--- config.mk ---
export PLATFORM = sky130hd
export DESIGN_NAME = mem_lsu
export DESIGN_NICKNAME = d
export VERILOG_FILES = /design/src/rtl/mem_lsu_pkg.sv /design/src/rtl/mem_lsu_align.sv /design/src/rtl/mem_lsu.sv
export SDC_FILE = /design/constraint.sdc
export NUM_CORES = 1
export LEC_CHECK = 0
export BUFFER_PORTS_ARGS = -buffer_cell sky130_fd_sc_hd__buf_2
export CORE_AREA = 5 5 170 172
export CTS_CLUSTER_DIAMETER = 30
export CTS_CLUSTER_SIZE = 20
export DETAILED_ROUTE_END_ITERATION = 8
export DIE_AREA = 0 0 175 177
export PLACE_DENSITY = 0.73
export SYNTH_ARGS = -nofsm -noshare
export SYNTH_HDL_FRONTEND = slang
export SYNTH_SLANG_ARGS = --single-unit
--- constraint.sdc ---
create_clock -name clk -period 13.46 [get_ports clk]
set_clock_uncertainty 0.2 [all_clocks]
set_input_delay 0.673 -clock clk [delete_from_list [all_inputs] [get_ports clk]]
set_output_delay 0.673 -clock clk [all_outputs]
set_load 0.02 [all_outputs]
--- src/rtl/mem_lsu_pkg.sv ---
// Shared types and encodings for the MEM-stage load/store unit.
// No logic of its own; widths match the RV32 defaults of mem_lsu.
// Hold-register bundle and FSM state live here so the top and bench agree.
package mem_lsu_pkg;

    localparam int LSU_DATA_W   = 32;
    localparam int LSU_PC_W     = 32;
    localparam int LSU_RADDR_W  = 5;
    localparam int LSU_WBSEL_W  = 2;

    // RV32 load/store size and sign encodings (funct3)
    localparam logic [2:0] F3_B  = 3'b000;
    localparam logic [2:0] F3_H  = 3'b001;
    localparam logic [2:0] F3_W  = 3'b010;
    localparam logic [2:0] F3_BU = 3'b100;
    localparam logic [2:0] F3_HU = 3'b101;

    typedef enum logic [1:0] {
        IDLE = 2'd0,
        REQ  = 2'd1,
        WAIT = 2'd2,
        DONE = 2'd3
    } lsu_state_t;

    // EX/MEM op as captured into the hold registers
    typedef struct packed {
        logic [LSU_PC_W-1:0]    pc;
        logic [LSU_DATA_W-1:0]  instr;
        logic [LSU_PC_W-1:0]    pc_4;
        logic                   reg_wen;
        logic [LSU_WBSEL_W-1:0] reg_wb_sel;
        logic [LSU_RADDR_W-1:0] reg_waddr;
        logic [LSU_DATA_W-1:0]  alu_out;
        logic [LSU_DATA_W-1:0]  store_data;
        logic                   mem_ren;
        logic                   mem_wen;
        logic [2:0]             funct3;
    } ex_mem_t;

    // Halfwords need an even address, words a 4-byte aligned one
    function automatic logic is_misaligned(input logic [2:0] f3, input logic [1:0] off);
        case (f3[1:0])
            2'b01:   return off[0];
            2'b10:   return off != 2'b00;
            default: return 1'b0;
        endcase
    endfunction

endpackage

--- src/rtl/mem_lsu_align.sv ---
// Byte-lane steering: store strobes/replicated data and load extract/extend.
// Purely combinational, zero latency.
// No flow control; follows its inputs every cycle.
module mem_lsu_align
    import mem_lsu_pkg::*;
(
    input  logic [1:0]            addr_off,
    input  logic [2:0]            funct3,
    input  logic [LSU_DATA_W-1:0] store_data,
    input  logic [LSU_DATA_W-1:0] rdata,
    output logic [3:0]            wstrb,
    output logic [LSU_DATA_W-1:0] wdata,
    output logic [LSU_DATA_W-1:0] load_data
);

    logic [LSU_DATA_W-1:0] lane;

    // Store side: replicate the datum to every lane, strobe only the addressed bytes
    always_comb begin
        wstrb = 4'b1111;
        wdata = store_data;
        case (funct3[1:0])
            2'b00: begin
                wstrb = 4'b0001 << addr_off;
                wdata = {4{store_data[7:0]}};
            end
            2'b01: begin
                wstrb = 4'b0011 << addr_off;
                wdata = {2{store_data[15:0]}};
            end
            default: begin
                wstrb = 4'b1111;
                wdata = store_data;
            end
        endcase
    end

    // Load side: shift the addressed byte/half down to bit 0, then extend
    always_comb begin
        lane      = rdata >> {addr_off, 3'b000};
        load_data = rdata;
        case (funct3)
            F3_B:    load_data = {{24{lane[7]}}, lane[7:0]};
            F3_H:    load_data = {{16{lane[15]}}, lane[15:0]};
            F3_BU:   load_data = {24'h0, lane[7:0]};
            F3_HU:   load_data = {16'h0, lane[15:0]};
            default: load_data = rdata;
        endcase
    end

endmodule

--- src/rtl/mem_lsu.sv ---
// MEM-stage load/store unit: drives the dmem valid/ready bus, feeds MEM/WB.
// Latency: non-mem/misaligned ops 0 cycles; store >=2 stall cycles, load >=3.
// Backpressure: in_ready low from op capture until DONE; DONE retires the op.
module mem_lsu
    import mem_lsu_pkg::*;
#(
    parameter int DATA_WIDTH     = LSU_DATA_W,
    parameter int PC_WIDTH       = LSU_PC_W,
    parameter int REG_ADDR_WIDTH = LSU_RADDR_W,
    parameter int WB_SEL_WIDTH   = LSU_WBSEL_W
) (
    input  logic                      clk,
    input  logic                      rst,
    input  logic                      in_valid,
    output logic                      in_ready,
    input  logic [PC_WIDTH-1:0]       pc,
    input  logic [DATA_WIDTH-1:0]     instr,
    input  logic [PC_WIDTH-1:0]       pc_4,
    input  logic                      reg_wen,
    input  logic [WB_SEL_WIDTH-1:0]   reg_wb_sel,
    input  logic [REG_ADDR_WIDTH-1:0] reg_waddr,
    input  logic [DATA_WIDTH-1:0]     alu_out,
    input  logic [DATA_WIDTH-1:0]     store_data,
    input  logic                      mem_ren,
    input  logic                      mem_wen,
    input  logic [2:0]                funct3,
    output logic                      dmem_req_valid,
    input  logic                      dmem_req_ready,
    output logic [DATA_WIDTH-1:0]     dmem_addr,
    output logic                      dmem_wen,
    output logic [DATA_WIDTH-1:0]     dmem_wdata,
    output logic [3:0]                dmem_wstrb,
    input  logic                      dmem_rsp_valid,
    input  logic [DATA_WIDTH-1:0]     dmem_rdata,
    output logic                      out_valid,
    output logic [PC_WIDTH-1:0]       out_pc,
    output logic [DATA_WIDTH-1:0]     out_instr,
    output logic [PC_WIDTH-1:0]       out_pc_4,
    output logic                      out_reg_wen,
    output logic [WB_SEL_WIDTH-1:0]   out_reg_wb_sel,
    output logic [REG_ADDR_WIDTH-1:0] out_reg_waddr,
    output logic [DATA_WIDTH-1:0]     out_alu_out,
    output logic [DATA_WIDTH-1:0]     out_mem_out,
    output logic                      misalign
);

    lsu_state_t            state_q, state_d;
    ex_mem_t               hold_q, hold_d;
    logic [DATA_WIDTH-1:0] mem_out_q, mem_out_d;
    ex_mem_t               in_op;
    logic                  in_is_mem;
    logic                  in_misalign;
    logic                  hold_is_load;
    logic [DATA_WIDTH-1:0] ld_data;

    assign in_op = '{pc: pc, instr: instr, pc_4: pc_4, reg_wen: reg_wen,
                     reg_wb_sel: reg_wb_sel, reg_waddr: reg_waddr, alu_out: alu_out,
                     store_data: store_data, mem_ren: mem_ren, mem_wen: mem_wen,
                     funct3: funct3};

    assign in_is_mem    = mem_ren | mem_wen;
    assign in_misalign  = in_is_mem & is_misaligned(funct3, alu_out[1:0]);
    // A stray op with both flags set is a load; it never writes memory
    assign hold_is_load = hold_q.mem_ren;

    // Bus fields come straight from the hold regs so they stay stable across REQ
    assign dmem_addr = {hold_q.alu_out[DATA_WIDTH-1:2], 2'b00};
    assign dmem_wen  = hold_q.mem_wen & ~hold_q.mem_ren;

    mem_lsu_align u_align (
        .addr_off   (hold_q.alu_out[1:0]),
        .funct3     (hold_q.funct3),
        .store_data (hold_q.store_data),
        .rdata      (dmem_rdata),
        .wstrb      (dmem_wstrb),
        .wdata      (dmem_wdata),
        .load_data  (ld_data)
    );

    // State and hold registers; reset abandons any in-flight access
    always_ff @(posedge clk or posedge rst) begin
        if (rst) begin
            state_q   <= IDLE;
            hold_q    <= '0;
            mem_out_q <= '0;
        end else begin
            state_q   <= state_d;
            hold_q    <= hold_d;
            mem_out_q <= mem_out_d;
        end
    end

    // Next state, hold-reg capture and all handshake/result outputs
    always_comb begin
        state_d        = state_q;
        hold_d         = hold_q;
        mem_out_d      = mem_out_q;
        in_ready       = 1'b0;
        out_valid      = 1'b0;
        dmem_req_valid = 1'b0;
        out_pc         = '0;
        out_instr      = '0;
        out_pc_4       = '0;
        out_reg_wen    = 1'b0;
        out_reg_wb_sel = '0;
        out_reg_waddr  = '0;
        out_alu_out    = '0;
        out_mem_out    = '0;
        misalign       = 1'b0;
        case (state_q)
            IDLE: begin
                if (in_valid && in_is_mem && !in_misalign) begin
                    hold_d    = in_op;
                    mem_out_d = '0;
                    state_d   = REQ;
                end else begin
                    // Zero-latency pass-through; misaligned ops never touch the bus
                    in_ready       = 1'b1;
                    out_valid      = in_valid;
                    out_pc         = pc;
                    out_instr      = instr;
                    out_pc_4       = pc_4;
                    out_reg_wen    = in_valid & reg_wen & ~in_misalign;
                    out_reg_wb_sel = reg_wb_sel;
                    out_reg_waddr  = reg_waddr;
                    out_alu_out    = alu_out;
                    misalign       = in_valid & in_misalign;
                end
            end
            REQ: begin
                dmem_req_valid = 1'b1;
                if (dmem_req_ready) begin
                    state_d = hold_is_load ? WAIT : DONE;
                end
            end
            WAIT: begin
                if (dmem_rsp_valid) begin
                    mem_out_d = ld_data;
                    state_d   = DONE;
                end
            end
            DONE: begin
                in_ready       = 1'b1;
                out_valid      = 1'b1;
                out_pc         = hold_q.pc;
                out_instr      = hold_q.instr;
                out_pc_4       = hold_q.pc_4;
                out_reg_wen    = hold_q.reg_wen;
                out_reg_wb_sel = hold_q.reg_wb_sel;
                out_reg_waddr  = hold_q.reg_waddr;
                out_alu_out    = hold_q.alu_out;
                out_mem_out    = mem_out_q;
                state_d        = IDLE;
            end
            default: state_d = IDLE;
        endcase
    end

endmodule

; ---- Yosys cells after proc, flatten, opt, wreduce, memory -nomap -nowiden
; Index checks and enable logic that the tools add are counted.
[word_totals]
reg_bits = 207
word_cells = 81
input_bits = 210
[classes]
mux = 34
shift = 3
bitwise_logic = 8
eq_ne = 12
n_reduce_logical = 11
[op_table]
columns = operator, count
row1 = 32-bit case mux with 2 select lines, 6
row2 = 32-bit two-way mux, 7
row3 = 32-bit case mux with 4 select lines, 1
row4 = 32-bit by 5-bit right shift with 16-bit output, 1
row5 = 5-bit case mux with 2 select lines, 1
row6 = 2-bit two-way mux, 4
row7 = 1-bit case mux with 2 select lines, 4
row8 = 2-bit case mux with 4 select lines, 1
row9 = 4-bit case mux with 2 select lines, 1
row10 = 1-bit two-way mux, 7
row11 = 2-bit by 1-bit equality test with 1-bit output (second input constant), 3
row12 = 2-bit equality test (second input constant), 3
row13 = 3-bit equality test (second input constant), 2
row14 = 2-bit != test (second input constant), 3
row15 = 3-bit AND reduction, 2
row16 = 1-bit AND, 5
row17 = 5-bit two-way mux, 1
row18 = 2-bit zero test, 2
row19 = 2-bit case mux with 2 select lines, 1
row20 = 2-bit nonzero test, 2
row21 = 1-bit by 2-bit << shifter with 4-bit output (first input constant), 1
row22 = 2-bit by 2-bit << shifter with 4-bit output (first input constant), 1
row23 = 3-bit by 1-bit equality test with 1-bit output (second input constant), 1
row24 = 3-bit zero test, 1
row25 = 5 further kinds, 7

; ---- Longest topological paths before layout
; Gate-level depths: netlist of the first run.
[depth]
word_depth = 7
mapped_depth = 9
mapped_depth_nobuf = 6

; ---- Hierarchy
; From an unflattened synthesis of the first run, not the netlist that was laid out.
[unflattened]
cells_unflattened = 906
hier_area_um2 = 10996.8
[modules_own_cells]
columns = module, area_per_inst_um2, n_inst, cells_each
row1 = mem_lsu, 9636.7, 1, 710
row2 = mem_lsu_align, 1360.1, 1, 196

; ---- Least setup slack after synthesis of the first run
; Ideal clock, no wire load.
[synth_timing]
kind = input-to-output
start = input funct3[0]
end = output out_instr[24]
slack_ns = 10.320
path_buffers = 2
arrival_ns = 2.267
path_stages = 8
required_ns = 12.587
path_cell_list = inv_1 ha_1 nand3b_1 o311ai_2 buf_2 buf_2 a32oi_1 nor2_1
[synth_via]
elab_chain_cells = 7
elab_cells_between_ends = 8
[synth_lines]
columns = element, line
row1 = start: declaration, mem_lsu.sv:26  ; input logic [2:0] funct3,
row2 = 2-bit equality test or 2-bit by 1-bit equality test with 1-bit output (tied branches), mem_lsu_pkg.sv:42  ; case (f3[1:0])
row3 = 1-bit case mux with 2 select lines (*), mem_lsu_pkg.sv:42
row4 = 1-bit AND (*), mem_lsu.sv:62  ; assign in_misalign = in_is_mem & is_misaligned(funct3, alu_out[1:0]);
row5 = 1-bit zero test (*), mem_lsu.sv:112  ; if (in_valid && in_is_mem && !in_misalign) begin
row6 = 1-bit logical AND (*), mem_lsu.sv:112
row7 = 32-bit two-way mux (*), mem_lsu.sv:112
row8 = 32-bit case mux with 2 select lines (*), mem_lsu.sv:110  ; case (state_q)
row9 = end: declaration, mem_lsu.sv:37  ; output logic [DATA_WIDTH-1:0] out_instr,
; Every way passes the cells marked *; elsewhere a longest branch is shown, timed or not.

; ---- Final worst setup path of the first run
[layout_timing]
start = register state_q[0]
end = output out_pc[18]
[layout_via]
elab_chain_cells = 2
elab_cells_between_ends = 3
[layout_lines]
columns = element, line
row1 = start: declaration, mem_lsu.sv:47  ; lsu_state_t state_q, state_d;
row2 = start signal: assignment, mem_lsu.sv:87  ; state_q <= state_d;
row3 = 2-bit equality test or 2-bit zero test (tied branches), mem_lsu.sv:110
row4 = 32-bit case mux with 2 select lines (*), mem_lsu.sv:110
row5 = end: declaration, mem_lsu.sv:36  ; output logic [PC_WIDTH-1:0] out_pc,
; Marked as above.

==> results of run 1 <==
[kinds of logic after synthesis]
kind of cell | count (synthesis) | synth area share
compound gates | 247 | 0.1707
other cells | 1 | 0.0003037
simple gates | 213 | 0.07640
fa+ha+maj | 6 | 0.006079
flops | 207 | 0.4195
mux | 209 | 0.2379
buf+inv | 160 | 0.08907
[per-layer routing]
metal  up-vias  share of wire  global-route usage
met1      5097           0.41              0.3015
li1       4598              -                   -
met3        78          0.086             0.05640
met2       576           0.47              0.3800
met4         4          0.028             0.07332
met5         -        0.00071                   0
[worst register-to-register path: stages, from the launching register on]
cell and delay [ns]:
dfrtp_1 0.43, inv_1 0.14, ha_4 0.43, o211a_2 0.28, nand2b_4 0.45, buf_4 0.80, buf_4 0.90, mux2_4 0.41
[flip-flops by register name, summed over array words and instances (netlist names)]
name / flops
hold_q: 142
state_q: 2
mem_out_q: 32
hold_is_load: 1
dmem_addr: 30
[through the flow]
step	hold WS (ns)	power, W	setup slack, ns	utilization
finish	0.07204	0.004533	9.231	0.5698
global route	0.1554	0.004774	9.108	0.5698
CTS	0.1503	0.004547	9.246	0.5696
detailed placement	0.2664	0.003469	8.729	0.5161
global placement	0.2665	0.003421	8.811	0.5161
floorplan	0.2481	0.002908	6.935	-
[layout by cell type, fill, tap and decap left out, types with 7 or more instances in the layout]
cell and count:
o2bb2ai_1 24, mux2i_1 19, mux2_1 11, dfrtp_1 206
o211ai_1 7, inv_1 7, and2_1 33, mux2_2 17
buf_2 448, o21ai_1 7, clkinv_2 9, a21o_1 8
clkbuf_16 44, a32o_1 7, nor2_1 145, a32oi_1 136
buf_4 13, nand2_1 14, o221ai_1 7, mux2_4 162
nand2b_1 10, o21ai_0 12, a2bb2oi_1 7, a221oi_1 17
[power breakdown]
| part | total (W) | internal, W | switching, W |
|---|---|---|---|
| clock network | 0.00105 | 0.000708 | 0.000340 |
| logic | 0.00231 | 0.000960 | 0.00135 |
| registers | 0.00117 | 0.000938 | 0.000233 |
[path summary, 6_finish.rpt]
check,startpoint,to,slack (ns),cells past startpoint
worst min register to register,mem_out_q[20],mem_out_q[20],0.27,1
max in group asynchronous,rst,hold_q[1],11.21,3
worst max-delay path,state_q[0],out_pc[18],9.23,6
worst max register to register,state_q[0],hold_q[87],9.30,7
worst min-delay path,rst,dmem_addr[23],0.07,2
min in group clk,store_data[8],hold_q[13],0.17,2
[cell type report]
class / instances / area, um^2
Inverter: 9 / 41.29
Multi-Input combinational cell: 677 / 6107
Clock buffer: 56 / 1206
Timing Repair Buffer: 461 / 2340
Clock inverter: 22 / 256.5
Tap cell: 346 / 432.9
Antenna cell: 2 / 5.005
Fill cell: 2288 / 11750
Sequential cell: 207 / 5181
==> impl_metrics.toml, run 1 <==
[floorplanning]
die_w_um = 175
io_pins = 451
rows = 61
coreArea_mm2 = 0.02732
initial_utilization = 0.4519
die_h_um = 177
fp.dieArea_mm2 = 0.03098

[drt]
dr.first_iter.drc_count = 752
drtPass1Iterations = 5
finalWirelength_um = 37970
route.antenna.remaining_nets = 0
wl_per_cell_um = 21.33
via_per_inst = 5.816
vias = 10350
drc = 0

[place]
io_buffer_count = 448
dpl.cell_count = 1700
gp_congestion = 0.8768
dpl_cell_area_mm2 = 0.01410
dpl.hpwl_um = 25660

[sta]
max_slew_margin = 0.2200
setup_violations = 0
tightest_slew_ns = 1.170
hold_viol_final = 0
clock.fmax_mhz = 236.5
fin_setup_tns_ns = 0
min_period_ns = 4.229
fin_crit_sh = 0.3142
maxSlewViolCount = 0
grt_setup_unrepaired = "false"

[cts]
worstSkewPairLatency_ns = 0.52
hold_buffers = 0
cts_tree = "built"
clk_path_buf_depth = 3
cts_setup_buffers = 0
cts-buffers-inserted = 44
cts_sinks = 207
cts.clk_slew.worst_paths_ns = 0.05
htreeDepth = 2
cts_root_buffer = "clkbuf_16"
ctsResizeCount = 0

[synthesis]
ys.flop_type = "dfrtp_1"
netlist_top_cells_count = "dfrtp_1 (207), mux2_4 (162), nor2_1 (145), a32oi_1 (136), clkbuf_1 (58)"
synth_top_area_cell = "dfrtp_1"
postSynthCellCount = 1043
synth_cell_types = 47
synth_area_leaders = "dfrtp_1 (42%), mux2_4 (20%), a32oi_1 (9.6%)"
synth_edf_count = 0
syn-cell-area_mm2 = 0.01235
synth_top_area_frac = 0.4195
async_flop_share = 1.000
yosysMostFrequentCell = "dfrtp_1"
syn_avg_cell_area_um2 = 11.84
yosys_warnings = 0
synth_seq_area_share = 0.4195
ys_ff_latch = 207

[status]
status = "complete, no violations"

[setup_path]
slowest_stage = "buf_4"
path_class = "reg2out"
cp_top_family = "buffers and inverters"
crit_required_ns = 12.59
crit_buf_inv = 3
critPathMaxFanout = 75
max_stage_delay_ns = 0.75
worst_setup_path_start_kind = "flip-flop"
critPathArrivalTime_ns = 3.36
cp-end-kind = "output port"
crit_path_cell_trace = "inv_1 > ha_4 > buf_4 > a32oi_1 > nor2_1 > buf_2"

[layout]
design_area_mm2 = 0.01557
area_delta_synth_final_pct = 26.09
nets = 1616
instances_no_fill = 1780
layout-drive-gt1-share = 0.5063

[grt]
grt_max_degree = 133
grt_pass1_vias = 10440
grt_pass1_wl_um = 58750
track_usage = 0.2305
antenna_found_initial = 4
grt_overflow = 0

[power]
peakVddDrop_uv = 172.8
p_per_area_mw_per_mm2 = 291.1
p_leak_nw = 7.974

[run]
maxCapViolCount = 0

[hold_path]
hold_class = "in2async"
(Power assumes the default switching activity.)
==> run 2: changes to the inputs <==
CORE_AREA = default   (was 5 5 170 172)
CORE_ASPECT_RATIO = 0.6   (was default)
CORE_MARGIN = 5   (was default)
CORE_UTILIZATION = 46   (was default)
DIE_AREA = default   (was 0 0 175 177)
PLACE_DENSITY = 0.76   (was 0.73)
clock period = 3.5 ns   (was 13.46 ns; I/O delays follow)
==> impl_metrics.toml, run 2 (synthesized netlist as in run 1, its figures left out) <==
[cts]
cts_sinks = 207
ctsResizeCount = 0
hold_buffers = 206
cts_tree = "built"
clk_path_buf_depth = 3
cts_root_buffer = "clkbuf_16"
cts_setup_buffers = 0
cts.clk_slew.worst_paths_ns = 0.05
cts-buffers-inserted = 40
worstSkewPairLatency_ns = 0.51
htreeDepth = 2

[drt]
wl_per_cell_um = 22.88
drc = 0
route.antenna.remaining_nets = 0
drtPass1Iterations = 5
vias = 11790
finalWirelength_um = 45880
via_per_inst = 5.879
dr.first_iter.drc_count = 1180

[layout]
final_cell_mix = "buf_2 (448), dfrtp_1 (206), dlygate4sd3_1 (206), mux2_4 (162), nor2_1 (145)"
fillers = 1826
mostFrequentLayoutCell = "buf_2"
largest-register = "hold_q"
largest_reg_flops = 142
layout-drive-gt1-share = 0.4436
nets = 1827
area_delta_synth_final_pct = 43.83

[power]
clkPwrFrac = 0.218
p_per_area_mw_per_mm2 = 1013
swShare = 0.4338
combPwrFrac = 0.526
switchingPower_w = 0.007801
peakVddDrop_uv = 647.3
p_leak_nw = 8.874
p_int_w = 0.01018
seqPwrFrac = 0.256

[sta]
clock.fmax_mhz = 305.7
max_slew_margin = 0.4638
fin_crit_sh = 0.9345
fin_setup_tns_ns = 0
hold_viol_final = 0
maxSlewViolCount = 0
fin_ws_ns = 0.2291
tightest_slew_ns = 0.8043
setup_violations = 0
min_period_ns = 3.271
grt_setup_unrepaired = "false"

[setup_path]
critPathArrivalTime_ns = 3.46
crit_required_ns = 3.68
cp-end-kind = "flip-flop"
critPathMaxFanout = 33
crit_path_cell_trace = "inv_1 > ha_4 > o211a_2 > nand2_1 > o21a_1 > buf_4 > a32o_1 > dlygate4sd3_1"
max_stage_delay_ns = 0.55
slowest_stage = "dlygate4sd3_1"
worst_setup_path_start_kind = "flip-flop"
path_class = "reg2reg"

[floorplanning]
fp.dieArea_mm2 = 0.03033
rows = 46
io_pins = 451
coreArea_mm2 = 0.02642
die_h_um = 136.9
die_w_um = 221.5
initial_utilization = 0.4674

[grt]
grt_max_degree = 113
track_usage = 0.2850
grt_overflow = 0
grt_pass1_wl_um = 69690
grt_pass1_vias = 12080
antenna_found_initial = 5

[place]
io_buffer_count = 448
post-place-ws_ns = 0.8394
gp_congestion = 0.9078
dpl.hpwl_um = 28070

[status]
status = "complete, no violations"

[hold_path]
hold_class = "in2reg"

[run]
maxCapViolCount = 0
-- run 2: cell types whose count changed in the layout (fill, tap and decap cells not counted), sizes merged --
| cell | previous run | this run |
|---|---|---|
| dlygate4sd3 | 0 | 206 |
| buf | 461 | 470 |
| clkbuf | 56 | 50 |
| clkinv | 10 | 8 |
| diode | 2 | 4 |
| bufinv | 4 | 5 |
| clkinvlp | 5 | 6 |
-- run 2: per-layer routing --
metal | global-route usage | share of wire | vias up
li1 | - | - | 5037
met1 | 0.3609 | 0.40 | 5840
met2 | 0.4655 | 0.47 | 756
met3 | 0.08853 | 0.096 | 152
met4 | 0.1071 | 0.038 | 2
met5 | 0 | 0.00015 | -
-- run 2: stage by stage --
step / power (W) / util / hold slack (ns) / instances / area (um^2)
floorplan: 0.01118 / - / 0.1067 / 1044 / 12360
detailed placement: 0.01354 / 0.5421 / 0.08777 / 1723 / 14320
global route: 0.01882 / 0.6723 / 0.05756 / 2005 / 17760
global placement: 0.01336 / 0.5421 / 0.08330 / 1723 / 14320
finish: 0.01798 / 0.6723 / 0.03296 / 2005 / 17760
CTS: 0.01776 / 0.6719 / 0.002563 / 2001 / 17750
-- run 2: critical path: cells and delay by family (launching register included) --
kind	cells	cell delay, ns
compound gates	3	0.87
flops	1	0.43
simple gates	1	0.19
fa+ha+maj	1	0.43
buf+inv	3	1.00
-- run 2: area by class of cell --
type / instances / area, um^2 / share of cell area
Clock inverter: 22 / 277.8 / 0.01564
Antenna cell: 4 / 10.01 / 0.0005636
Inverter: 9 / 37.54 / 0.002113
Sequential cell: 207 / 5181 / 0.2917
Clock buffer: 50 / 1090 / 0.06136
Multi-Input combinational cell: 677 / 6107 / 0.3439
Tap cell: 360 / 450.4 / 0.02536
Timing Repair Buffer: 676 / 4607 / 0.2594
-- run 2: final timing paths --
path                                 from            end  slack (ns)  cells after the start
setup / recovery               state_q[0]  mem_out_q[14]        0.23                      8
hold / removal             dmem_req_ready     state_q[0]        0.03                      4
setup reg to reg               state_q[0]  mem_out_q[14]        0.23                      8
hold reg to reg             mem_out_q[21]  mem_out_q[21]        0.28                      1
max in group asynchronous             rst     hold_q[91]        2.20                      4
min in group asynchronous             rst     hold_q[34]        0.10                      3
-- run 2: power groups by stage --
| stage | clock network, W | logic, W | registers [W] |
|---|---|---|---|
| floorplan | 0 | 0.00704 | 0.00414 |
| global placement | 0 | 0.00887 | 0.00449 |
| detailed placement | 0 | 0.00900 | 0.00454 |
| CTS | 0.00397 | 0.00926 | 0.00453 |
| global route | 0.00411 | 0.00997 | 0.00474 |
| finish | 0.00392 | 0.00946 | 0.00461 |
